## src/rtl/spi_rx_word_packer.sv

```systemverilog
// Packs SPI slave RX bytes into little-endian words, buffers them in a first-word-fall-through
// FIFO for the command parser and returns a {overflow, free_words} status byte to the slave TX.
module spi_rx_word_packer #(
    parameter int DATA_WIDTH = 32,
    parameter int FIFO_DEPTH = 16
) (
    input  logic                          i_Clk,
    input  logic                          i_Rst_L,
    input  logic                          i_RX_DV,
    input  logic [7:0]                    i_RX_Byte,
    input  logic                          i_SPI_CS_n,
    output logic                          o_TX_DV,
    output logic [7:0]                    o_TX_Byte,
    output logic [DATA_WIDTH-1:0]         o_M_Data,
    output logic                          o_M_Valid,
    input  logic                          i_M_Ready,
    output logic                          o_Frame_Err,
    output logic                          o_Overflow,
    output logic [$clog2(FIFO_DEPTH):0]   o_Level
);
    localparam int NB = DATA_WIDTH / 8;
    localparam int CW = (NB > 1) ? $clog2(NB) : 1;
    localparam int PW = $clog2(FIFO_DEPTH);
    localparam int LW = PW + 1;
    localparam logic [CW-1:0] LAST_LANE = CW'(NB - 1);

    logic                  cs_meta_q, cs_sync_q, cs_prev_q;
    logic                  cs_fall, cs_rise;

    logic [CW-1:0]         byte_cnt_q, byte_cnt_d;
    logic [DATA_WIDTH-1:0] shreg_q, shreg_d;
    logic                  push_req;
    logic                  frame_err_q, frame_err_d;

    logic [DATA_WIDTH-1:0] mem_q [FIFO_DEPTH];
    logic [PW-1:0]         wr_ptr_q, rd_ptr_q;
    logic [LW-1:0]         level_q, level_d;
    logic                  pop, push_ok;
    logic                  overflow_q, overflow_d;

    logic                  start_q;
    logic                  tx_dv_q, tx_dv_d;
    logic [7:0]            tx_byte_q, tx_byte_d;
    logic [31:0]           free_words;

    // Chip select idles high, so the synchronizer resets to 1 to avoid a false edge.
    always_ff @(posedge i_Clk or negedge i_Rst_L) begin
        if (!i_Rst_L) begin
            cs_meta_q <= 1'b1;
            cs_sync_q <= 1'b1;
            cs_prev_q <= 1'b1;
        end else begin
            cs_meta_q <= i_SPI_CS_n;
            cs_sync_q <= cs_meta_q;
            cs_prev_q <= cs_sync_q;
        end
    end

    assign cs_fall = cs_prev_q & ~cs_sync_q;
    assign cs_rise = ~cs_prev_q & cs_sync_q;

    // The incoming byte is applied first so a coincident CS release sees the updated count.
    always_comb begin
        shreg_d     = shreg_q;
        byte_cnt_d  = byte_cnt_q;
        push_req    = 1'b0;
        frame_err_d = 1'b0;
        if (i_RX_DV) begin
            shreg_d[8*int'(byte_cnt_q) +: 8] = i_RX_Byte;
            if (byte_cnt_q == LAST_LANE) begin
                push_req   = 1'b1;
                byte_cnt_d = '0;
            end else begin
                byte_cnt_d = byte_cnt_q + CW'(1);
            end
        end
        if (cs_rise && (byte_cnt_d != '0)) begin
            frame_err_d = 1'b1;
            byte_cnt_d  = '0;
        end
        if (cs_fall) begin
            byte_cnt_d = '0;
        end
    end

    assign o_M_Valid = (level_q != '0);
    assign o_M_Data  = o_M_Valid ? mem_q[rd_ptr_q] : '0;
    assign pop       = o_M_Valid && i_M_Ready;
    assign push_ok   = push_req && ((level_q < LW'(FIFO_DEPTH)) || pop);

    always_comb begin
        level_d    = level_q + LW'(push_ok) - LW'(pop);
        overflow_d = overflow_q;
        if (cs_fall) begin
            overflow_d = 1'b0;
        end
        if (push_req && !push_ok) begin
            overflow_d = 1'b1;
        end
        free_words = 32'(FIFO_DEPTH) - 32'(level_d);
        tx_byte_d  = {overflow_d, (free_words > 32'd127) ? 7'h7F : free_words[6:0]};
        tx_dv_d    = i_RX_DV | cs_rise | start_q;
    end

    always_ff @(posedge i_Clk) begin
        if (push_ok) begin
            mem_q[wr_ptr_q] <= shreg_d;
        end
    end

    // start_q forces one status load right after reset so the master sees the empty FIFO.
    always_ff @(posedge i_Clk or negedge i_Rst_L) begin
        if (!i_Rst_L) begin
            byte_cnt_q  <= '0;
            shreg_q     <= '0;
            frame_err_q <= 1'b0;
            wr_ptr_q    <= '0;
            rd_ptr_q    <= '0;
            level_q     <= '0;
            overflow_q  <= 1'b0;
            start_q     <= 1'b1;
            tx_dv_q     <= 1'b0;
            tx_byte_q   <= '0;
        end else begin
            byte_cnt_q  <= byte_cnt_d;
            shreg_q     <= shreg_d;
            frame_err_q <= frame_err_d;
            level_q     <= level_d;
            overflow_q  <= overflow_d;
            start_q     <= 1'b0;
            tx_dv_q     <= tx_dv_d;
            if (push_ok) begin
                wr_ptr_q <= wr_ptr_q + PW'(1);
            end
            if (pop) begin
                rd_ptr_q <= rd_ptr_q + PW'(1);
            end
            if (tx_dv_d) begin
                tx_byte_q <= tx_byte_d;
            end
        end
    end

    assign o_TX_DV     = tx_dv_q;
    assign o_TX_Byte   = tx_byte_q;
    assign o_Frame_Err = frame_err_q;
    assign o_Overflow  = overflow_q;
    assign o_Level     = level_q;

endmodule
```

## config.mk

```make
export PLATFORM = sky130hd
export DESIGN_NAME = spi_rx_word_packer
export DESIGN_NICKNAME = d
export VERILOG_FILES = /design/src/rtl/spi_rx_word_packer.sv
export SDC_FILE = /design/constraint.sdc
export NUM_CORES = 1
export LEC_CHECK = 0
export BUFFER_PORTS_ARGS = -buffer_cell sky130_fd_sc_hd__buf_4
export CORE_MARGIN = 1.5
export CORE_UTILIZATION = 50
export CTS_CLUSTER_SIZE = 10
export DETAILED_ROUTE_END_ITERATION = 10
export PLACE_DENSITY = 0.64
export SLEW_MARGIN = 40
export SYNTH_ARGS = -nofsm -noshare
export SYNTH_HDL_FRONTEND = slang
export SYNTH_SLANG_ARGS = --single-unit
```

## constraint.sdc

```tcl
create_clock -name i_Clk -period 7.3 [get_ports i_Clk]
set_clock_uncertainty 0.2 [all_clocks]
set_input_delay 0.365 -clock i_Clk [delete_from_list [all_inputs] [get_ports i_Clk]]
set_output_delay 0.365 -clock i_Clk [all_outputs]
set_load 0.05 [all_outputs]
```

==> flow_summary_export.csv <==
group,metric,value,unit
status,status,"complete, no violations",
global_routing,grt_pass1_wl,70700,µm
yosys,postSynthAreaPerCell,22.8,µm²
finish,layout_commonest_cell,"edfxtp_1",
worst_setup_path,endpoint_kind,"flop",
route,postRouteAntennaNets,0,
yosys,synth_area_leader_cell,"edfxtp_1",
timing,worstMarginPinSlew,784,ps
finish,nets,1112,
finish,area_growth,14.4,%
finish,layout.cells.non_filler,1712,
floorplan,rows,76,
yosys,synth_xor_area_frac,0.00435,
yosys,synth_area,22200,µm²
yosys,synth_edf_count,512,
clocking,cts_tree,"yes",
yosys,ys.flop_type,"edfxtp_1",
clocking,cts_buffer_depth,3,
floorplan,ioPinCount,62,
worst_setup_path,crit_type,"reg2reg",
global_routing,grt_start_max_net_pins,85,
global_routing,gr-total-overflow,0,
timing,hold_viol_final,0,
worst_setup_path,cp.arrival,4590,ps
yosys,synth-simple-area-share,0.0255,
clocking,insertion_delay,580,ps
yosys,synth_top_area_frac,0.694,
power,peakVddDrop,349,µV
yosys,syn-num-nets,1003,
worst_setup_path,cp.required,7560,ps
clocking,cts_made_buffers,67,
job,maxCapViolations,0,
timing,timing.hold.ws,37.6,ps
floorplan,fp.dieArea,45600,µm²
yosys,ys_warn_count,0,
worst_setup_path,worstSetupStartpointType,"flop",
timing,slew_headroom,0.473,
timing,min_period,4330,ps
route,via_per_inst,5.97,
placement,gp_congestion,0.792,
yosys,synth_area_leaders,"edfxtp_1 (69%), mux4_2 (16%), dfrtp_1 (6.4%), a22o_1 (1.3%), and2_1 (1.2%)",
yosys,synthAdderAreaFrac,0.0105,
finish,n_fill_cell,3171,
clocking,cts_root_buf,"clkbuf_16",
route,first_pass_iters,6,
clocking,htreeDepth,3,
clocking,cts.repair.resized,0,
floorplan,die_w,214,µm
floorplan,core_area,43400,µm²
placement,portBuffers,61,
finish,num_antenna_cells,0,
yosys,seq_area_frac_synth,0.763,
placement,dp.cells,1594,
global_routing,grt_pass1_vias,10600,
yosys,synth_compound_area_frac,0.0174,
hold_path,hold_class,"in2reg",
timing,period_share,0.593,
yosys,ys_seq_elements,573,
floorplan,initial_utilization,0.511,
route,vias,10200,
clocking,clk_pin_slew,60,ps
yosys,synth_cells,972,
timing,setup_viol,0,
route,wl_per_cell,28.0,µm
floorplan,die_h,214,µm
yosys,synth_top_family_by_area,"multiplexers",
finish,layout_common_cells,"edfxtp_1 (512), mux4_2 (160), buf_4 (81)",
finish,fin_util,0.585,
clocking,clock-sinks,573,
power,power.total,10.1,mW
timing,setup_tns,0,ps
power,pwr_density_cell,400,nW/µm²
global_routing,grt_use_total,0.221,
timing,max_freq,231,MHz
route,drt_iter0_drc,1032,
yosys,synthMuxAreaShare,0.164,
timing,rsz0062_at_grt,"no",
timing,finalMaxSlewViolations,0,
power,p_leak,8.66,nW
finish,layout-drive-gt1-share,0.309,
yosys,synth_cell_types,42,
route,wl,47900,µm
placement,dp_hpwl,25800,µm
global_routing,grt_antenna_before_repair,0,
worst_setup_path,worst-path-max-fanout,11,
route,drc_errors,0,
yosys,async_flop_share,0.106,
==> stage by stage <==
stage / worst slack, ps / cell area (µm²)
3_5_place_dp: 3090 / 23300
3_3_place_gp: 3230 / 23300
5_1_grt: 2700 / 25400
2_1_floorplan: 3760 / 22200
6_report: 2970 / 25400
4_1_cts: 3060 / 25300
==> synthesized netlist by cell type (2+ instances only) <==
cell type,instances
nor2_1,9
a22o_1,32
inv_1,19
ha_1,17
nand4_1,2
o22a_1,3
nor3_1,3
edfxtp_1,512
nand2b_1,2
and3_1,2
dfstp_2,4
nand2_1,14
buf_6,11
nor4b_2,3
dfrtp_1,57
xor2_1,5
buf_2,4
a21oi_1,2
and4_1,4
buf_1,10
o21ai_0,3
mux2i_1,2
o31ai_1,3
xnor2_1,6
mux4_2,160
clkbuf_1,21
nand3_1,2
nor2b_1,3
and2_1,44
==> metal layers <==
layer	part of all wire	track usage
met1	0.43	0.314
met2	0.50	0.361
met3	0.055	0.0356
met4	0.014	0.0600
met5	0	0
==> flip-flops by register name, summed over array words and instances (netlist names) <==
signal	flops
o_TX_Byte	7
o_TX_DV	1
byte_cnt_q	2
mem_q	512
start_q	1
shreg_q	32
cs_prev_q	1
cs_meta_q	1
cs_sync_q	1
rd_ptr_q	4
o_Overflow	1
o_Level	5
wr_ptr_q	4
o_Frame_Err	1
==> final cells by class <==
class	instances	area [µm²]	area share
Clock buffer	113	1980	0.0780
Clock inverter	2	7.51	0.000296
Inverter	19	71.3	0.00281
Multi-Input combinational cell	333	4960	0.196
Sequential cell	573	16900	0.667
Tap cell	585	732	0.0289
Timing Repair Buffer	87	689	0.0272
==> worst paths after layout <==
kind | startpoint | end | slack [ps] | cells past startpoint
worst max-delay path | byte_cnt_q[0] | o_TX_Byte[1] | 2970 | 14
worst min-delay path | i_M_Ready | o_Overflow | 40 | 3
worst max register to register | byte_cnt_q[0] | o_TX_Byte[1] | 2970 | 14
worst min register to register | cs_meta_q | cs_sync_q | 170 | 0
max in group asynchronous | i_Rst_L | rd_ptr_q[0] | 6290 | 2
min in group asynchronous | i_Rst_L | o_TX_Byte[2] | 130 | 2
==> logic make-up after synthesis <==
| group | count (synthesis) |
|---|---|
| adder cells (fa/ha/maj) | 18 |
| XOR/XNOR | 11 |
| flip-flops | 573 |
| multiplexers | 163 |
| AND/OR/NAND/NOR | 93 |
| AO/OA/AOI/OAI | 47 |
| buffers and inverters | 66 |
| other | 1 |
==> power breakdown <==
| group | switching [mW] | leakage (nW) | internal [mW] |
|---|---|---|---|
| combinational | 1.76 | 2.09 | 1.38 |
| clock | 1.22 | 0.950 | 1.83 |
| sequential | 0.223 | 5.63 | 3.73 |
==> worst max-delay path: stages, from the launching register on <==
cell,delay [ps]
dfrtp_1,560
ha_1,230
nand2_1,270
nor2b_1,630
inv_1,180
ha_1,320
inv_1,60
ha_1,160
inv_1,60
fa_1,390
nand2b_1,160
a2bb2oi_1,210
xor2_1,380
o21ai_1,190
o22a_1,210
==> timing repair <==
action | 4_1_cts | 5_1_grt
endpoints found under the hold margin | 62 | 0
hold buffers | 3 | 0
buffers inserted | 0 | 0
(Power assumes the default switching activity.)
